[config.mk]
export PLATFORM = sky130hd
export DESIGN_NAME = sigrok_pattern_gen
export DESIGN_NICKNAME = d
export VERILOG_FILES = /design/src/rtl/sigrok_pkg.sv /design/src/rtl/button_debounce.sv /design/src/rtl/sigrok_pattern_gen.sv
export SDC_FILE = /design/constraint.sdc
export NUM_CORES = 1
export LEC_CHECK = 0
export BUFFER_PORTS_ARGS = -buffer_cell sky130_fd_sc_hd__buf_2
export CORE_MARGIN = 2
export CORE_UTILIZATION = 40
export DETAILED_ROUTE_END_ITERATION = 16
export PLACE_DENSITY = 0.66
export SYNTH_ARGS = -nofsm -noshare
export SYNTH_HDL_FRONTEND = slang
export SYNTH_SLANG_ARGS = --single-unit
[constraint.sdc]
create_clock -name clk -period 1.9 [get_ports clk]
set_clock_uncertainty 0.05 [all_clocks]
set_input_delay 0 -clock clk [delete_from_list [all_inputs] [get_ports clk]]
set_output_delay 0 -clock clk [all_outputs]
set_load 0.02 [all_outputs]
[src/rtl/sigrok_pkg.sv]
// Shared definitions for the sigrok bring-up pattern generator family.
package sigrok_pkg;

  // Board oscillator frequency used to size the default divider.
  localparam int unsigned CLK_FREQ_HZ = 27_000_000;

  // Frame sequencer states.
  typedef enum logic [2:0] {
    ST_IDLE,
    ST_START,
    ST_SHIFT,
    ST_STOP,
    ST_GAP
  } state_e;

  // Width of a counter that must hold the values 0..n-1 (never narrower than 1 bit).
  function automatic int cnt_w(input int n);
    return (n <= 2) ? 1 : $clog2(n);
  endfunction

endpackage

[src/rtl/button_debounce.sv]
// Active-low push button conditioner: 2-flop synchroniser, debounce counter,
// and a single-cycle press event once the button has been stably low for
// DEBOUNCE cycles. A release must be seen before the next event.
module button_debounce
  import sigrok_pkg::*;
#(
  parameter int DEBOUNCE = 16
) (
  input  logic clk,
  input  logic rst,
  input  logic btn_n_i,
  output logic press_evt_o
);

  // Counter saturates one past DEBOUNCE so the event fires once per press.
  localparam int CNT_W = cnt_w(DEBOUNCE + 2);
  localparam logic [CNT_W-1:0] CNT_HIT = CNT_W'(DEBOUNCE);
  localparam logic [CNT_W-1:0] CNT_SAT = CNT_W'(DEBOUNCE + 1);

  logic             sync1_q, sync2_q;
  logic [CNT_W-1:0] cnt_q, cnt_d;
  logic             press_q, press_d;

  // Next-state of the debounce counter and press event.
  always_comb begin
    // NOTE: every output of a combinational block gets a default first, so no path leaves it holding a value (which would infer a latch).
    cnt_d   = cnt_q;
    press_d = 1'b0;
    if (sync2_q) begin
      cnt_d = '0;
    end else if (cnt_q != CNT_SAT) begin
      cnt_d = cnt_q + 1'b1;
    end
    press_d = (cnt_q == CNT_HIT);
  end

  // Synchroniser, counter and event registers.
  always_ff @(posedge clk) begin
    // NOTE: sequential state uses non-blocking assignments so every flop samples the pre-edge values of the others.
    if (rst) begin
      // NOTE: the synchroniser resets to the released level so a reset never looks like a press.
      sync1_q <= 1'b1;
      sync2_q <= 1'b1;
      cnt_q   <= '0;
      press_q <= 1'b0;
    end else begin
      sync1_q <= btn_n_i;
      sync2_q <= sync1_q;
      cnt_q   <= cnt_d;
      press_q <= press_d;
    end
  end

  assign press_evt_o = press_q;

endmodule

[src/rtl/sigrok_pattern_gen.sv]
// Button-triggered multi-lane serial pattern generator. Each frame is
// START, WORD_W bits MSB first on every lane (lane k carries frame_cnt+k),
// STOP and an idle GAP; sck/sda are registered.
module sigrok_pattern_gen
  import sigrok_pkg::*;
#(
  parameter int CLK_DIV  = 27,
  parameter int WORD_W   = 8,
  parameter int LANES    = 2,
  parameter int DEBOUNCE = 16,
  parameter int GAP_HALF = 2
) (
  input  logic              clk,
  input  logic              rst,
  input  logic              bbutton,
  input  logic              cont,
  output logic              sck,
  output logic [LANES-1:0]  sda,
  output logic              busy,
  output logic              frame_done,
  output logic [WORD_W-1:0] frame_cnt
);

  localparam int DIV_W  = cnt_w(CLK_DIV);
  localparam int HALF_N = (2 * WORD_W > GAP_HALF) ? 2 * WORD_W : GAP_HALF;
  localparam int HALF_W = cnt_w(HALF_N);

  localparam logic [DIV_W-1:0]  DIV_LAST   = DIV_W'(CLK_DIV - 1);
  localparam logic [HALF_W-1:0] SHIFT_LAST = HALF_W'(2 * WORD_W - 1);
  localparam logic [HALF_W-1:0] GAP_LAST   = HALF_W'(GAP_HALF - 1);
  localparam logic [HALF_W-1:0] STOP_LAST  = HALF_W'(1);

  state_e                         state_q, state_d;
  logic [DIV_W-1:0]               div_q, div_d;
  logic [HALF_W-1:0]              half_q, half_d;
  logic [LANES-1:0][WORD_W-1:0]   shift_q, shift_d;
  logic [LANES-1:0][WORD_W-1:0]   payload, shifted;
  logic [LANES-1:0]               lane_msb;
  logic                           sck_q, sck_d;
  logic [LANES-1:0]               sda_q, sda_d;
  logic [WORD_W-1:0]              frame_cnt_q, frame_cnt_d;
  logic                           press_evt;
  logic                           tick;

  button_debounce #(
    .DEBOUNCE (DEBOUNCE)
  ) u_debounce (
    .clk         (clk),
    .rst         (rst),
    .btn_n_i     (bbutton),
    .press_evt_o (press_evt)
  );

  assign tick = (div_q == DIV_LAST);

  // Per-lane helpers: new payload, current MSB and the shifted word.
  always_comb begin
    payload  = '0;
    shifted  = '0;
    lane_msb = '0;
    for (int k = 0; k < LANES; k++) begin
      payload[k]  = frame_cnt_q + WORD_W'(k);
      shifted[k]  = {shift_q[k][WORD_W-2:0], 1'b0};
      lane_msb[k] = shift_q[k][WORD_W-1];
    end
  end

  // Frame sequencer: next state, half-period bookkeeping and output levels.
  always_comb begin
    state_d     = state_q;
    div_d       = div_q;
    half_d      = half_q;
    shift_d     = shift_q;
    sck_d       = sck_q;
    sda_d       = sda_q;
    frame_cnt_d = frame_cnt_q;

    if (state_q != ST_IDLE) begin
      div_d = tick ? '0 : div_q + 1'b1;
    end

    case (state_q)
      ST_IDLE: begin
        sck_d = 1'b1;
        sda_d = '1;
        if (press_evt) begin
          state_d = ST_START;
          div_d   = '0;
          half_d  = '0;
          shift_d = payload;
          sda_d   = '0;
        end
      end

      ST_START: begin
        if (tick) begin
          state_d = ST_SHIFT;
          half_d  = '0;
          sck_d   = 1'b0;
          sda_d   = lane_msb;
          shift_d = shifted;
        end
      end

      ST_SHIFT: begin
        if (tick) begin
          if (half_q == SHIFT_LAST) begin
            state_d = ST_STOP;
            half_d  = '0;
            sck_d   = 1'b1;
            sda_d   = '0;
          end else begin
            half_d = half_q + 1'b1;
            if (!half_q[0]) begin
              // Low half ends: raise sck, data stays put.
              sck_d = 1'b1;
            end else begin
              // High half ends: falling edge launches the next bit.
              sck_d   = 1'b0;
              sda_d   = lane_msb;
              shift_d = shifted;
            end
          end
        end
      end

      ST_STOP: begin
        if (tick) begin
          if (half_q != STOP_LAST) begin
            half_d = half_q + 1'b1;
            sda_d  = '1;
          end else begin
            state_d     = ST_GAP;
            half_d      = '0;
            frame_cnt_d = frame_cnt_q + 1'b1;
          end
        end
      end

      ST_GAP: begin
        if (tick) begin
          if (half_q == GAP_LAST) begin
            half_d = '0;
            if (cont) begin
              state_d = ST_START;
              shift_d = payload;
              sda_d   = '0;
            end else begin
              state_d = ST_IDLE;
            end
          end else begin
            half_d = half_q + 1'b1;
          end
        end
      end

      default: begin
        state_d = ST_IDLE;
      end
    endcase
  end

  // Sequencer and output registers.
  always_ff @(posedge clk) begin
    if (rst) begin
      state_q     <= ST_IDLE;
      div_q       <= '0;
      half_q      <= '0;
      shift_q     <= '0;
      sck_q       <= 1'b1;
      sda_q       <= '1;
      frame_cnt_q <= '0;
    end else begin
      state_q     <= state_d;
      div_q       <= div_d;
      half_q      <= half_d;
      shift_q     <= shift_d;
      sck_q       <= sck_d;
      sda_q       <= sda_d;
      frame_cnt_q <= frame_cnt_d;
    end
  end

  assign sck        = sck_q;
  assign sda        = sda_q;
  assign busy       = (state_q != ST_IDLE);
  assign frame_done = (state_q == ST_STOP) && (half_q == STOP_LAST) && tick;
  assign frame_cnt  = frame_cnt_q;

endmodule

==> qor.txt <==
Starting Density - 41.81%
Mapped Area - 2490 um2
Min-delay worst type - in -> reg
HP Start - cont
Synth warn - 0
Sequential group share of total power - 59.3%
Status - finished, violations left
Total net switching power - 0.3707 mW
Fillers - 562
Failing checks - negative setup slack
Clock slew at reported path FFs - 0.09 ns
Number of synthesized flops with an enable pin - 0
Die Y - 82.90 um
Critical R2R Launch - div_q[0]$_SDFF_PP0_
Final routed DRC violation total - 0
TritonCTS sink count - 47
Area delta synth->final - 23.02%
CTS root buffer - clkbuf_8
Largest net degree at the start of global routing - 32
Syn Nets - 317
Chip width - 82.90 um
Minimum setup slack after placement - -0.02232 ns
GRT Overall Usage - 15.30%
Startpoint types - flop
Crit end category - flop
Setup ws final - -0.05885 ns
Vias per cell - 5.332
Drt pass-1 iters - 4
RSZ-0062 raised after global routing - true
Share of cells above drive strength 1 - 28.36%
Reg2reg setup slack - -0.06 ns
Final Wtd Congestion - 0.8830
CP Data Arrival Time - 2.15 ns
Final ANT Viol Nets - 0
Final period util - 103.1%
Initial antenna violation count - 0
Switching share of total power - 22.23%
Combinational Power Share - 2.1%
Worst path max stage delay - 0.37 ns
Die area - 6872 um2
Power Total - 1.667 mW
Reg2reg end - shift_q[0]$_SDFFE_PP0P_
CTS buffer count - 5
Ys async rst share - 0%
Crit-path max FO - 15
Hold depth - 4
DP HPWL - 3.633 mm
Internal Power - 1.297 mW
Worst Path Buf+Inv - 3
Overall overflow remaining after global route - 0
Worst-path cell chain - inv_2 > ha_4 > and4b_2 > nand4_1 > a221oi_4 > buf_4 > buf_8 > nand3_1 > a21oi_1
Max-cap violations - 0
Tmin final - 1.959 ns
Crit. path cell count - 9
Pwr dens - 544.4 nW/um2
P_leak - 1.221 nW
Rows - 28
Longest Clk Path Bufs - 2
WHS Endpoint - state_q[0]$_SDFFE_PP0P_
FF+latch area - 948.4 um2
Syn Area/Cell - 8.164 um2
CTS tree - done
Mapped Cells - 305
IO buf count - 16
Hold Fails Final Rpt - 0
Multi-input gate area - 1526 um2
CP delay by family, top - compound AO/OA/AOI/OAI gates
Max rail drop VDD - 0.2822 mV
Clock power frac - 38.6%
I/O pins - 17
Cells on worst reg2reg path - 9
Clock latency at the later pin of the worst-skew pair - 0.30 ns
Top FF cell, synth - dfxtp_1
Seq/Total Area, Yosys - 37.79%
Flip-flop and latch count after synthesis - 47
Yosys cell types - 43
Fmax - 510.5 MHz
Slew margin rel. - 67.97%
WHS - 0.02085 ns
First-pass GRT wire length - 8.914 mm
Number of global-route vias before repair - 1998
Setup-failing EPs final - 7
Critical path class - reg -> reg
Core box area - 5956 um2
Ant diodes - 0
Nets@finish - 346
Placed Cells incl. Taps - 394
1st-iter DRT viols - 122
Final Max Tran Viols - 0
CTS HTree Levels - 2
Slew @ Worst Pin - 0.4767 ns
Via Count - 2186
Total routed wirelength - 5.529 mm
WP data required - 2.09 ns
Slowest CP cell - a221oi_4
Fin cells - 410
Wire per inst - 13.49 um
## power by group through the flow
| stage | sequential [mW] | combinational, mW | clock, mW |
|---|---|---|---|
| final | 0.988 | 0.0353 | 0.644 |
| after global placement | 1.01 | 0.0321 | 0 |
| after CTS | 0.989 | 0.0337 | 0.672 |
| after global routing | 0.989 | 0.0393 | 0.700 |
| after floorplan | 1.01 | 0.0208 | 0 |
| after detailed placement | 1.01 | 0.0321 | 0 |
## timing repair
item                                    CTS  global route
resized for setup                         2            40
cloned                                    0             2
hold buffers                              1             0
endpoints found under the hold margin     1             0
endpoints found under the setup margin    8            24
pin swaps                                 0            18
buffers inserted                          0             5
## worst max path at each step
stage / end / from / slack (ns)
after floorplan: frame_cnt[3]$_SDFFE_PP0P_ / half_q[0]$_SDFFE_PP0P_ / -0.05
final: shift_q[0]$_SDFFE_PP0P_ / div_q[0]$_SDFF_PP0_ / -0.06
after CTS: shift_q[5]$_SDFFE_PP0P_ / div_q[0]$_SDFF_PP0_ / -0.03
after global placement: shift_q[1]$_SDFFE_PP0P_ / half_q[1]$_SDFFE_PP0P_ / 0.05
after detailed placement: shift_q[5]$_SDFFE_PP0P_ / half_q[0]$_SDFFE_PP0P_ / -0.02
after global routing: shift_q[14]$_SDFFE_PP0P_ / div_q[0]$_SDFF_PP0_ / -0.18
## metal layers
metal	vias up	GRT usage [%]	wire length (um)
met1	1025	20.01	2633
met2	40	24.78	2622
met3	7	3.579	215
li1	1114	-	-
met4	0	5.216	58
met5	-	0	0
## logic make-up after synthesis
group           count (synthesis)  share of synthesized area, %
mux                             5                         2.010
xor+xnor                       18                         6.332
fa+ha+maj                       8                         4.020
flops                          47                         37.79
simple gates                  137                         27.44
buf+inv                        35                         7.085
compound gates                 55                         15.33
## cells in the final DEF (no fill, tap or decap), types with 3 or more instances in the layout
cell and count:
xnor2_1 5, or3_1 3, nor3_1 7, or2_2 4, inv_1 7, buf_4 27
o21ai_0 6, and3_1 3, a21oi_1 17, xor2_1 13, clkbuf_8 6, mux2i_1 5
nand4_1 4, buf_6 3, nor2_1 31, dfxtp_2 6, a311oi_2 4, nor2_4 3
o31ai_1 3, o211ai_1 6, buf_2 15, nand2b_1 7, a311oi_1 4, nand2_1 39
ha_1 6, dfxtp_1 41, nor2_2 4, a211o_1 3, nand3_1 13
## synth_stat cells, types with 2 or more instances
cell type	instances	area, um2
a211o_1	3	26.28
a21oi_1	17	85.08
a22oi_1	2	15.01
a311oi_1	9	78.83
a31o_2	2	17.52
and3_1	4	25.02
and4b_1	2	20.02
buf_2	6	30.03
buf_4	10	75.07
clkbuf_1	10	37.54
dfxtp_1	47	940.9
ha_1	8	100.1
inv_1	9	33.78
mux2i_1	5	50.05
nand2_1	40	150.1
nand2b_1	7	43.79
nand3_1	14	70.07
nand3b_1	2	15.01
nand4_1	4	25.02
nor2_1	38	142.6
nor2b_1	2	12.51
nor3_1	7	35.03
nor3b_1	3	22.52
o211ai_1	6	45.04
o21ai_0	7	35.03
o31ai_1	3	22.52
or2_2	4	25.02
or3_1	3	18.77
xnor2_1	5	43.79
xor2_1	13	113.9
## metrics by stage
| step | utilization (%) | TNS, ns | instance area, um2 |
|---|---|---|---|
| floorplan | - | -0.08570 | 2500 |
| global placement | 45.74 | 0 | 2724 |
| detailed placement | 45.74 | -0.06522 | 2724 |
| CTS | 47.67 | -0.1137 | 2839 |
| global route | 51.43 | -1.719 | 3063 |
| finish | 51.43 | -0.2762 | 3063 |
## final cells by class
cell class,count,area share [%]
well taps,75,3.064
flip-flops and latches,47,30.96
clock buffers,6,2.696
repair buffers,48,11.81
clock inverters,2,0.5310
inverters,9,1.103
multi-input cells,223,49.84
## registers in the layout, summed over array words and instances, names as in the netlist
signal	cells
shift_q	14
lane_msb	2
sck	1
half_q	4
u_debounce.sync1_q	1
sda	2
u_debounce.press_evt_o	1
div_q	5
frame_cnt	8
state_q	3
u_debounce.cnt_q	5
u_debounce.sync2_q	1
## worst register-to-register path, cell delays in order, from the launching register on
cell and delay, ns:
dfxtp_2 0.33, inv_2 0.06, ha_4 0.11, and4b_2 0.24, nand4_1 0.18, a221oi_4 0.37
buf_4 0.19, buf_8 0.15, nand3_1 0.09, a21oi_1 0.14
No activity file was read; power rests on OpenSTA's default activity.
